**config.mk**
```make
export PLATFORM = sky130hd
export DESIGN_NAME = prng_bit_packer
export DESIGN_NICKNAME = d
export VERILOG_FILES = /design/src/rtl/prng_pkg.sv /design/src/rtl/prng_word_fifo.sv /design/src/rtl/prng_bit_packer.sv
export SDC_FILE = /design/constraint.sdc
export NUM_CORES = 1
export LEC_CHECK = 0
export CAP_MARGIN = 20
export CORE_MARGIN = 5
export CORE_UTILIZATION = 48
export CTS_CLUSTER_DIAMETER = 80
export DETAILED_ROUTE_END_ITERATION = 10
export GPL_TIMING_DRIVEN = 1
export PLACE_DENSITY_LB_ADDON = 0.3
export SETUP_SLACK_MARGIN = 0.3
export SYNTH_ARGS = -nofsm -noshare
export SYNTH_HDL_FRONTEND = slang
export SYNTH_SLANG_ARGS = --single-unit
```
**constraint.sdc**
```tcl
create_clock -name clk -period 10.14 [get_ports clk]
set_input_delay 1.014 -clock clk [delete_from_list [all_inputs] [get_ports clk]]
set_output_delay 1.014 -clock clk [all_outputs]
set_load 0.01 [all_outputs]
```
**src/rtl/prng_pkg.sv**
```systemverilog
// Shared types and helpers for the PRNG consumer and health blocks.
package prng_pkg;

    typedef enum logic [1:0] {
        IDLE    = 2'd0,
        WARMUP  = 2'd1,
        COLLECT = 2'd2
    } pack_state_t;

    localparam int OVF_W = 8;

    function automatic logic [OVF_W-1:0] sat_inc(input logic [OVF_W-1:0] value);
        return (value == {OVF_W{1'b1}}) ? value : value + OVF_W'(1);
    endfunction

endpackage

```
**src/rtl/prng_word_fifo.sv**
```systemverilog
// Small word FIFO; pointers carry one extra wrap bit so full and empty differ.
module prng_word_fifo #(
    parameter int W     = 32,
    parameter int DEPTH = 4
) (
    input  logic         clk,
    input  logic         reset,
    input  logic         push,
    input  logic [W-1:0] push_data,
    input  logic         pop,
    output logic         full,
    output logic         empty,
    output logic [W-1:0] rd_data
);

    localparam int AW = $clog2(DEPTH);
    localparam logic [AW:0] PTR_ONE = (AW + 1)'(1);

    logic [W-1:0] r_mem [DEPTH];
    logic [AW:0]  r_wrPtr;
    logic [AW:0]  r_rdPtr;
    logic         w_doPush;
    logic         w_doPop;

    assign empty    = (r_wrPtr == r_rdPtr);
    assign full     = (r_wrPtr[AW-1:0] == r_rdPtr[AW-1:0]) && (r_wrPtr[AW] != r_rdPtr[AW]);
    assign w_doPop  = pop && !empty;
    // A push into a full FIFO still lands when the head leaves on the same edge.
    assign w_doPush = push && (!full || w_doPop);
    assign rd_data  = r_mem[r_rdPtr[AW-1:0]];

    always_ff @(posedge clk or posedge reset) begin
        if (reset) begin
            r_wrPtr <= '0;
            r_rdPtr <= '0;
            for (int i = 0; i < DEPTH; i++) begin
                r_mem[i] <= '0;
            end
        end else begin
            if (w_doPush) begin
                r_mem[r_wrPtr[AW-1:0]] <= push_data;
                r_wrPtr                <= r_wrPtr + PTR_ONE;
            end
            if (w_doPop) begin
                r_rdPtr <= r_rdPtr + PTR_ONE;
            end
        end
    end

endmodule

```
**src/rtl/prng_bit_packer.sv**
```systemverilog
// Packs one CA tap cell per clock into W-bit words after a warm-up period
// and hands them out through a small valid/ready FIFO.
module prng_bit_packer
    import prng_pkg::pack_state_t;
    import prng_pkg::OVF_W;
    import prng_pkg::sat_inc;
#(
    parameter int N      = 32,
    parameter int W      = 32,
    parameter int TAP    = N / 2,
    parameter int WARMUP = 64,
    parameter int DEPTH  = 4
) (
    input  logic             clk,
    input  logic             reset,
    input  logic             en,
    input  logic [N-1:0]     ca_state,
    output logic [W-1:0]     out_data,
    output logic             out_valid,
    input  logic             out_ready,
    output logic [OVF_W-1:0] ovf_cnt,
    output logic             busy
);

    localparam int BCW = $clog2(W);
    localparam int WCW = (WARMUP > 1) ? $clog2(WARMUP) : 1;
    localparam logic [WCW-1:0] WC_LOAD  = WCW'((WARMUP > 0) ? WARMUP - 1 : 0);
    localparam logic [BCW-1:0] BIT_LAST = BCW'(W - 1);

    pack_state_t      r_state;
    pack_state_t      w_nextState;
    logic [WCW-1:0]   r_warmCnt;
    logic [BCW-1:0]   r_bitCnt;
    logic [W-1:0]     r_acc;
    logic [OVF_W-1:0] r_ovfCnt;
    logic             w_sample;
    logic             w_wordDone;
    logic [W-1:0]     w_word;
    logic             w_pop;
    logic             w_full;
    logic             w_empty;
    logic             w_unusedCaBits;

    assign w_unusedCaBits = ^ca_state;

    always_ff @(posedge clk or posedge reset) begin
        if (reset) begin
            r_state <= prng_pkg::IDLE;
        end else begin
            r_state <= w_nextState;
        end
    end

    always_comb begin
        w_nextState = r_state;
        case (r_state)
            prng_pkg::IDLE: begin
                if (en) begin
                    w_nextState = (WARMUP > 0) ? prng_pkg::WARMUP : prng_pkg::COLLECT;
                end
            end
            prng_pkg::WARMUP: begin
                if (!en) begin
                    w_nextState = prng_pkg::IDLE;
                end else if (r_warmCnt == '0) begin
                    w_nextState = prng_pkg::COLLECT;
                end
            end
            prng_pkg::COLLECT: begin
                if (!en) begin
                    w_nextState = prng_pkg::IDLE;
                end
            end
            default: w_nextState = prng_pkg::IDLE;
        endcase
    end

    // The finishing sample goes straight into the pushed word, not via r_acc.
    always_comb begin
        w_sample           = (r_state == prng_pkg::COLLECT) && en;
        w_wordDone         = w_sample && (r_bitCnt == BIT_LAST);
        busy               = (r_state != prng_pkg::IDLE);
        w_word             = r_acc;
        w_word[r_bitCnt]   = ca_state[TAP];
    end

    always_ff @(posedge clk or posedge reset) begin
        if (reset) begin
            r_warmCnt <= '0;
        end else if (r_state == prng_pkg::IDLE) begin
            if (en) begin
                r_warmCnt <= WC_LOAD;
            end
        end else if (r_state == prng_pkg::WARMUP && r_warmCnt != '0) begin
            r_warmCnt <= r_warmCnt - WCW'(1);
        end
    end

    always_ff @(posedge clk or posedge reset) begin
        if (reset) begin
            r_bitCnt <= '0;
            r_acc    <= '0;
        end else if (!w_sample || w_wordDone) begin
            r_bitCnt <= '0;
            r_acc    <= '0;
        end else begin
            r_bitCnt <= r_bitCnt + BCW'(1);
            r_acc    <= w_word;
        end
    end

    assign w_pop     = out_ready && !w_empty;
    assign out_valid = !w_empty;
    assign ovf_cnt   = r_ovfCnt;

    always_ff @(posedge clk or posedge reset) begin
        if (reset) begin
            r_ovfCnt <= '0;
        end else if (w_wordDone && w_full && !w_pop) begin
            r_ovfCnt <= sat_inc(r_ovfCnt);
        end
    end

    prng_word_fifo #(
        .W     (W),
        .DEPTH (DEPTH)
    ) u_fifo (
        .clk       (clk),
        .reset     (reset),
        .push      (w_wordDone),
        .push_data (w_word),
        .pop       (w_pop),
        .full      (w_full),
        .empty     (w_empty),
        .rd_data   (out_data)
    );

endmodule

```
==> flow_metrics.tcl <==
set metrics [dict create \
    outcome "complete, no violations" \
    numCtsBuffers 17 \
    clock_path_buffers 2 \
    p_sw_mw 0.414 \
    netlist_instances 601 \
    portBuffers 46 \
    die_area_mm2 0.0209 \
    synth_seq_area_share_pct 53.8 \
    synth_top_area_share_pct 53.8 \
    core_area_mm2 0.0179 \
    powerDensity_mw_per_mm2 166 \
    hold_viol_final 0 \
    synth_fp_nets 650 \
    crit_type "flop to output port" \
    ir_drop_uv 112 \
    synth_area_leaders "dfrtp_1 (54%), mux2_2 (20%), mux4_2 (8.3%), nor2b_1 (2.4%), ha_1 (1.9%)" \
    fmax_mhz 271 \
    grt_usage_pct 17.6 \
    cp-start-kind "flop" \
    synth_common_cells "dfrtp_1 (187), mux2_2 (154), nor2_1 (33), nor2b_1 (33), mux4_2 (32)" \
    num_io_pins 78 \
    skew_ns 0.0107 \
    r2r_slack_ns 7.28 \
    pwr-share-clk_pct 40.8 \
    met3_length_um 535 \
    post_cts_resized 0 \
    chipHeight_um 145 \
    synth_edf_count 0 \
    timing.final.crit_share_pct 36.4 \
    rsz0062_at_grt "false" \
    routed-via-count 4887 \
    yosysTopAreaCell "dfrtp_1" \
    yosysWarnings 0 \
    overflow 0 \
    finalPower_mw 1.64 \
    cts.clk_slew.worst_paths_ns 0.07 \
    globalplace.congestion 0.787 \
    drt-met1-wl_mm 7.54 \
    dr.pass1.iters 4 \
    pwr-share-seq_pct 48.1 \
    num_rows 49 \
    worst_pin_slew_ns 1.03 \
    htree_levels 4 \
    drive_above_1_share_pct 36.5 \
    cts_tree "done" \
    ys_async_sr_fraction_pct 100 \
    first_iter_violations 224 \
    n_fill_cell 1448 \
    wl_met2_mm 8.82 \
    yosysUniqueCellTypes 46 \
    fin_hold_ws_ns 0.492 \
    dp_hpwl_mm 10.5 \
    avgSynthCellArea_um2 14.5 \
    path_max_fanout 24 \
    root_buffer "clkbuf_16" \
    cts_hold_buf 0 \
    synth_seq_cells 187 \
    wirelength_mm 17.1 \
    max-cap-violations 0 \
    wire_per_inst_um 19.4 \
    area_delta_synth_final_pct 13.7 \
    combPwrFrac_pct 11.1 \
    synth_area_mm2 0.00869 \
    routed.top_layer "met4" \
    start_util_pct 48.6 \
    grt_pass1_vias 5375 \
    leakage_nw 4.68 \
    required_ns 9.13 \
    diodes 0 \
    grt_antenna_before_repair 0 \
    setup_violations 0 \
    antenna_left 0 \
    cp.arrival_ns 2.67 \
    hp-class "flop to flop" \
    vias_per_cell 5.57 \
    register_area_mm2 0.00468 \
    multiInputGateArea_mm2 0.00374 \
    fp.dieW_um 145 \
    end_kind "output port" \
    min_period_ns 3.69 \
    drc 0 \
    post_cts.repair.setup_buffers 0 \
    grt_pass1_wl_mm 28.2 \
    swShare_pct 25.3 \
    fin_nets 686 \
    post-synth-top-count-cell "dfrtp_1" \
    drv_slew 0 \
    relSlewSlack_pct 31.1 \
    ys.flop_type "dfrtp_1" \
    setup_tns_ns 0 \
    grt_max_degree 108 \
    p_int_mw 1.22 \
    cts.sinks 187 \
    insertion_delay_ns 0.43 \
]
sequential cells by signal, summed over array words and instances (netlist names):
signal          cells
u_fifo.r_rdPtr      3
r_acc              32
u_fifo.r_wrPtr      3
ovf_cnt             8
r_bitCnt            5
r_warmCnt           6
u_fifo.r_mem      128
r_state             2
through the flow:
step	worst slack, ns	util [%]	cells	area, um2
floorplan	4.04	-	601	8690
global placement	6.79	51.6	845	9240
detailed placement	6.74	51.6	845	9240
CTS	6.38	55.0	876	9840
global route	6.35	55.2	878	9890
finish	6.45	55.2	878	9890
placed cells by master, fill, tap and decap left out, types with 3 or more instances in the layout:
master,instances
nand3_1,10
nand2b_1,12
inv_1,11
nor2b_1,33
mux4_2,32
inv_6,4
xnor2_1,6
clkbuf_16,17
clkbuf_8,3
mux2_2,154
nor4_1,3
buf_4,3
nor2_1,33
clkinvlp_4,3
dfrtp_1,185
mux2_1,10
or2_2,3
clkinv_4,3
ha_1,13
nor3_1,4
clkdlybuf4s50_1,46
xor2_1,8
nand2_1,10
nand2_4,4
logic make-up after synthesis:
family	after synthesis	synth area share [%]
compound gates	15	1.50
xor+xnor	16	1.78
fa+ha+maj	13	1.87
buf+inv	46	3.18
flops	187	53.8
mux	196	29.5
simple gates	128	8.29
metal layers:
layer	up-vias	track usage (%)
met5	-	0
met4	0	4.66
met3	14	3.87
met2	84	30.1
met1	2581	22.8
li1	2208	-
critical path, stage by stage (launching register included):
cell,delay [ns]
dfrtp_2,0.58
buf_4,0.55
mux4_2,0.60
clkdlybuf4s50_1,0.50
power by group through the flow:
stage / clock, mW / sequential [mW] / combinational, mW
floorplan: 0 / 0.776 / 0.160
detailed placement: 0 / 0.828 / 0.151
CTS: 0.680 / 0.814 / 0.152
global route: 0.720 / 0.790 / 0.198
global placement: 0 / 0.828 / 0.148
finish: 0.668 / 0.788 / 0.183
final timing paths:
check,cells past startpoint,end,from
max,3,out_data[31],u_fifo.r_rdPtr[0]
min in group asynchronous,2,ovf_cnt[7],reset
max in group asynchronous,4,r_acc[30],reset
max reg2reg,7,u_fifo.r_mem[23],r_bitCnt[0]
min reg2reg,1,u_fifo.r_mem[60],u_fifo.r_mem[60]
min,1,u_fifo.r_mem[60],u_fifo.r_mem[60]
area by class of cell:
| type | instances | area share (%) |
|---|---|---|
| multi-input cells | 368 | 37.8 |
| clock inverters | 11 | 1.37 |
| well taps | 229 | 2.90 |
| repair buffers | 51 | 5.37 |
| inverters | 12 | 0.506 |
| flip-flops and latches | 187 | 47.4 |
| clock buffers | 20 | 4.72 |
Note: power is estimated with default switching activity, not from simulation.
